===== config.mk =====
export PLATFORM = sky130hd
export DESIGN_NAME = p405s_icu_dp_regpipe
export DESIGN_NICKNAME = d
export VERILOG_FILES = /design/src/rtl/p405s_icu_dp_regpipe.sv
export SDC_FILE = /design/constraint.sdc
export NUM_CORES = 1
export LEC_CHECK = 0
export CAP_MARGIN = 5
export CORE_AREA = 2 2 151 79
export CTS_CLUSTER_SIZE = 40
export DETAILED_ROUTE_END_ITERATION = 8
export DIE_AREA = 0 0 153 81
export PLACE_DENSITY = 0.59
export SETUP_SLACK_MARGIN = 0.02
export SLEW_MARGIN = 15
export SYNTH_ARGS = -nofsm -noshare
export SYNTH_HDL_FRONTEND = slang
export SYNTH_SLANG_ARGS = --single-unit

===== constraint.sdc =====
create_clock -name CB -period 5.8 [get_ports CB]
set_input_delay 0.58 -clock CB [delete_from_list [all_inputs] [get_ports CB]]
set_output_delay 0.58 -clock CB [all_outputs]
set_load 0.01 [all_outputs]

===== src/rtl/p405s_icu_dp_regpipe.sv =====
// Elastic register pipeline: DEPTH valid/ready stages of WIDTH bits, bit 0 = MSB.
// Optional per-stage even parity with ParErr output when P405S_ICU_REGPIPE_PARITY_EN is defined.
module p405s_icu_dp_regpipe #(
  parameter int WIDTH = 32,
  parameter int DEPTH = 2
) (
  input  logic             CB,
  input  logic             Reset,
  input  logic             E1,
  input  logic             Flush,
  input  logic             InVal,
  input  logic [0:WIDTH-1] D,
  output logic             InRdy,
  output logic             OutVal,
  input  logic             OutRdy,
  output logic [0:WIDTH-1] L2
`ifdef P405S_ICU_REGPIPE_PARITY_EN
  ,
  output logic             ParErr
`endif
);

  logic [0:WIDTH-1] data_q [DEPTH];
  logic [0:WIDTH-1] src    [DEPTH];
  logic [DEPTH-1:0] valid_q;
  logic [DEPTH-1:0] free;
  logic [DEPTH:0]   load;
  logic             go;

`ifdef P405S_ICU_REGPIPE_PARITY_EN
  logic [DEPTH-1:0] par_q;
  logic [DEPTH-1:0] src_par;
`endif

  // load[DEPTH] is the drain of the last stage, so stage k is vacated exactly when load[k+1].
  // The ready chain is resolved from the output back toward stage 0.
  always_comb begin
    load  = '0;
    free  = '0;
    InRdy = 1'b0;
    go    = E1 & ~Flush;
    load[DEPTH] = go & valid_q[DEPTH-1] & OutRdy;
    for (int k = DEPTH - 1; k >= 1; k--) begin
      free[k] = ~valid_q[k] | load[k+1];
      load[k] = go & valid_q[k-1] & free[k];
    end
    free[0] = ~valid_q[0] | load[1];
    InRdy   = go & free[0];
    load[0] = InVal & InRdy;
  end

  always_comb begin
    src[0] = D;
    for (int k = 1; k < DEPTH; k++) begin
      src[k] = data_q[k-1];
    end
  end

`ifdef P405S_ICU_REGPIPE_PARITY_EN
  always_comb begin
    src_par    = '0;
    src_par[0] = ^D;
    for (int k = 1; k < DEPTH; k++) begin
      src_par[k] = par_q[k-1];
    end
  end
`endif

  // Loads and vacates are already gated by E1/Flush, so stages with neither simply hold.
  always_ff @(posedge CB) begin
    if (Reset) begin
      valid_q <= '0;
      for (int k = 0; k < DEPTH; k++) begin
        data_q[k] <= '0;
      end
`ifdef P405S_ICU_REGPIPE_PARITY_EN
      par_q <= '0;
`endif
    end else if (Flush) begin
      valid_q <= '0;
    end else begin
      for (int k = 0; k < DEPTH; k++) begin
        if (load[k]) begin
          valid_q[k] <= 1'b1;
          data_q[k]  <= src[k];
`ifdef P405S_ICU_REGPIPE_PARITY_EN
          par_q[k]   <= src_par[k];
`endif
        end else if (load[k+1]) begin
          valid_q[k] <= 1'b0;
        end
      end
    end
  end

  assign OutVal = valid_q[DEPTH-1];
  assign L2     = data_q[DEPTH-1];

`ifdef P405S_ICU_REGPIPE_PARITY_EN
  assign ParErr = OutVal & ((^L2) ^ par_q[DEPTH-1]);
`endif

endmodule


# --- Yosys cells after proc, flatten, opt, wreduce, memory -nomap -nowiden ---
# Memory sizes are Yosys's and may differ from the RTL's.
# Cells that the tools add are included.
word_totals:
  regBits: 2
  ramBits: 64
  inputBits: 38
  out_inout_bits: 34
  elab_cells: 36
  memories: 1
op_classes:
  mux: 16
  n_bitwise: 14
  reduce_logical: 3
mem_list:
  columns: ["name", "words", "word_bits", "rd", "rd_ports_with_merged_regs", "wr", "line", "text"]
  rows:
  - ["data_q", 2, 32, 2, 0, 2, "23", "logic [0:WIDTH-1] data_q [DEPTH];"]
op_table:
  columns: ["cell", "n"]
  rows:
  - ["$mux 32", 2]
  - ["$mux 1", 14]
  - ["$and 1x1->1", 7]
  - ["$or 1x1->1", 4]
  - ["$reduce_bool 2->1", 2]
  - ["$not 1->1", 3]
  - ["$reduce_or 2->1", 1]

# --- Longest topological paths before layout ---
logic_depth:
  depth_word: 14
  ltp_mapped: 5
  depth_no_buf: 2

# --- Worst setup path before layout ---
# Ideal clock, no wire load.
synth_timing:
  path_kind: "input to register"
  from: "in Flush"
  to: "mem data_q[0][32] (netlist bit) (enable)"
  setup_ps: 470
  arrival_time_ps: 3426
  t_required_ps: 5330
  path_slack_ps: 1905
  stages: 3
  path_buffers: 1
  path_cell_list: "nand2b_1 -> buf_2 -> o31ai_1"
synth_rtl:
  columns: ["item", "line", "text"]
  rows:
  - ["start: declaration", "10", "input logic Flush,"]
  - ["end: declaration", "23", null]

# --- Final worst setup path ---
layout_timing:
  from: "in OutRdy"
  to: "out InRdy"
layout_between:
  elab_chain_len: 5
layout_lines:
  columns: ["item", "line", "text"]
  rows:
  - ["start: declaration", "15", "input logic OutRdy,"]
  - ["$and 1x1->1", "42", "load[DEPTH] = go & valid_q[DEPTH-1] & OutRdy;"]
  - ["$or 1x1->1", "44", "free[k] = ~valid_q[k] | load[k+1];"]
  - ["$and 1x1->1", "45", "load[k] = go & valid_q[k-1] & free[k];"]
  - ["$or 1x1->1", "47", "free[0] = ~valid_q[0] | load[1];"]
  - ["$and 1x1->1", "48", "InRdy = go & free[0];"]
  - ["end: declaration", "13", "output logic InRdy,"]
# Every way passes these cells.

==> impl_results.md <==
* Outcome: finished clean
* Worst Hold Class: reg2reg
* GR Overflow Total at 0
* IO Pins at 72
* Max Root-Sink Buffers at 2
* Syn_area_per_cell at 12.4 um2
* Fin cells at 448
* Peak Freq at 0.312 GHz
* Core area at 0.0113 mm2
* Largest net degree at the start of global routing at 68
* R2R cell count at 3
* Hold path start: valid_q[0]
* Fin Setup TNS at 0 ns
* I/O Buffers at 71
* Hpwl dp at 4110 um
* CTS tree: yes
* DRT antenna net count at 0
* Reg2reg end: data_q[0][17]
* CP Launch Type: primary input
* DRC at 0
* Mapped Cells at 264
* GRT Overall Usage at 10.9%
* Starting Density at 28.8%
* Synth top area share at 58.9%
* Clk sinks at 66
* Worst Hold End: valid_q[1]
* PostCTS Resize Cnt at 0
* Clk pin slew, worst setup/hold paths at 0.05 ns
* Slew Limit Headroom at 30.5%
* Drt pass-1 iters at 4
* Synth-to-Final Area Change at 25.7%
* Final antenna diode count at 0
* R2R Setup Slk at 3.74 ns
* Crit Path Class: in2out
* Clock skew at 0.00701 ns
* Hold depth at 2
* Post-layout nets at 333
* Slew Limit Fails at 0
* Leakage at 0.00147 uW
* Iter 0 DRT Violations at 139
* Die Y at 81 um
* Clock share of power at 41.0%
* Initial antenna violation count at 0
* Comb pwr share at 9.6%
* CP max FO at 67
* Syn_nets at 302
* Row cnt at 28
* Crit share post-route at 55.2%
* Most frequent cells in the layout: clkdlybuf4s50_1 (71), inv_1 (67), edfxtp_1 (64)
* RR Startpoint: valid_q[0]
* First-pass GRT wire length at 10,100 um
* Die width at 153 um
* Root Buffer: clkbuf_16
* Most common cell after layout, fill and taps aside: clkdlybuf4s50_1
* Routed len/inst at 14.2 um
* Period minus WS final at 3.20 ns
* Synth top area cells: edfxtp_1 (59%), nor4_2 (10%), inv_1 (7.7%), buf_4 (7.6%), nor4_1 (7.1%)
* Mapped Area at 0.00326 mm2
* TritonCTS buffer count at 9
* Crit end category: primary output
* Final Wtd Congestion at 0.693
* Vias in the first global route at 1,878
* Seq/Total Area, Yosys at 60.1%
* Final hold viol count at 0
* Total power at 1120 uW
* DR vias/cell at 4.22
* Worst-Skew Late Latency at 0.33 ns
* Flop pwr share at 49.4%
* Psw at 246 uW
* Hold-fix buffers, CTS at 0
* Post-synthesis register bit count at 66
* Unrepaired setup endpoints after global routing: no
* Measured slew at the worst slew-check pin at 1.04 ns
* Max Cap Viol at 0
* # setup viols final at 0
* Pwr/cell area at 274 mW/mm2
* Data required, critical path at 5.22 ns
* Crit path DAT at 2.62 ns
* Total wire length at 6380 um
* H-Tree Depth at 3
* Postcts setup bufs at 0
* Cell taking the most area after synthesis: edfxtp_1
* Distinct cells, synth at 22
* Layout cells sized above 1 at 16.1%
* Max VDD drop at 149 uV
* Dpl cells at 434
* Net Sw Frac at 21.9%
* Yosys warns at 0
* Via count at 1,891
* P_int at 878 uW
* Die area at 0.0124 mm2
## synthesized netlist by cell type
library cell / instances
clkbuf_1: 2
nor4_2: 26
buf_6: 4
mux2_2: 1
nor4_4: 1
o21bai_1: 1
dfxtp_1: 2
buf_4: 33
and2b_1: 1
buf_2: 15
inv_1: 67
a21boi_0: 1
o31ai_1: 1
nor2_1: 2
o31ai_2: 1
nand2b_1: 1
edfxtp_1: 64
a21bo_2: 1
and3b_1: 1
nor4_1: 37
nand2_1: 1
o21a_1: 1
## through the flow
stage	cell area (um2)	hold slack, ns	setup slack (ns)	utilization [%]
after floorplan	3260	0.475	1.90	-
after global placement	3850	0.543	2.59	34.1
after detailed placement	3850	0.558	2.53	34.1
after CTS	4100	0.564	2.59	36.3
after global routing	4100	0.613	2.49	36.3
final	4100	0.575	2.60	36.3
## power groups by stage
stage | logic, uW | registers (uW) | clock network, uW
after floorplan | 63.3 | 563 | 0
after global placement | 107 | 565 | 0
after detailed placement | 109 | 566 | 0
after CTS | 110 | 556 | 467
after global routing | 117 | 557 | 492
final | 108 | 555 | 461
## routing by layer
metal	routed length (um)	GRT usage [%]	vias to the layer above	part of all wire, %
met2	2850	16.6	56	45
met4	105	4.44	0	1.6
met5	0	0	-	0
met3	317	3.90	9	5.0
met1	3100	14.4	885	49
li1	-	-	941	-
## worst max-delay path, cell delays in order
cell and delay, ns:
clkdlybuf4s50_1 0.45, and3b_4 1.01, nor2_1 0.07, clkdlybuf4s50_1 0.51
## cell families (layout without fill, tap and decap cells)
logic type	count (synthesis)	count (layout)	synth area share (%)
buf+inv	121	155	19.2
simple gates	70	70	18.7
flops	66	66	60.1
compound gates	6	6	1.61
mux	1	1	0.345
## area by class of cell
| type | count | area [um2] |
|---|---|---|
| fillers | 1121 | 7210 |
| flip-flops and latches | 66 | 1960 |
| repair buffers | 74 | 733 |
| multi-input cells | 77 | 721 |
| inverters | 67 | 251 |
| clock buffers | 9 | 225 |
| well taps | 150 | 188 |
| clock inverters | 5 | 23.8 |
## flip-flops by register name (all words and copies together), names as in the netlist
register  count
data_q       64
valid_q       2
## worst max-delay path by stage
stage                          to  cells after the start   start  slack [ns]
global placement            InRdy                      4  OutRdy        2.59
CTS                         InRdy                      4  OutRdy        2.59
global route                InRdy                      4  OutRdy        2.49
finish                      InRdy                      4  OutRdy        2.60
floorplan           data_q[0][32]                      3   Flush        1.90
detailed placement  data_q[0][46]                      4      E1        2.53
Power figures use the tool's default switching activity.
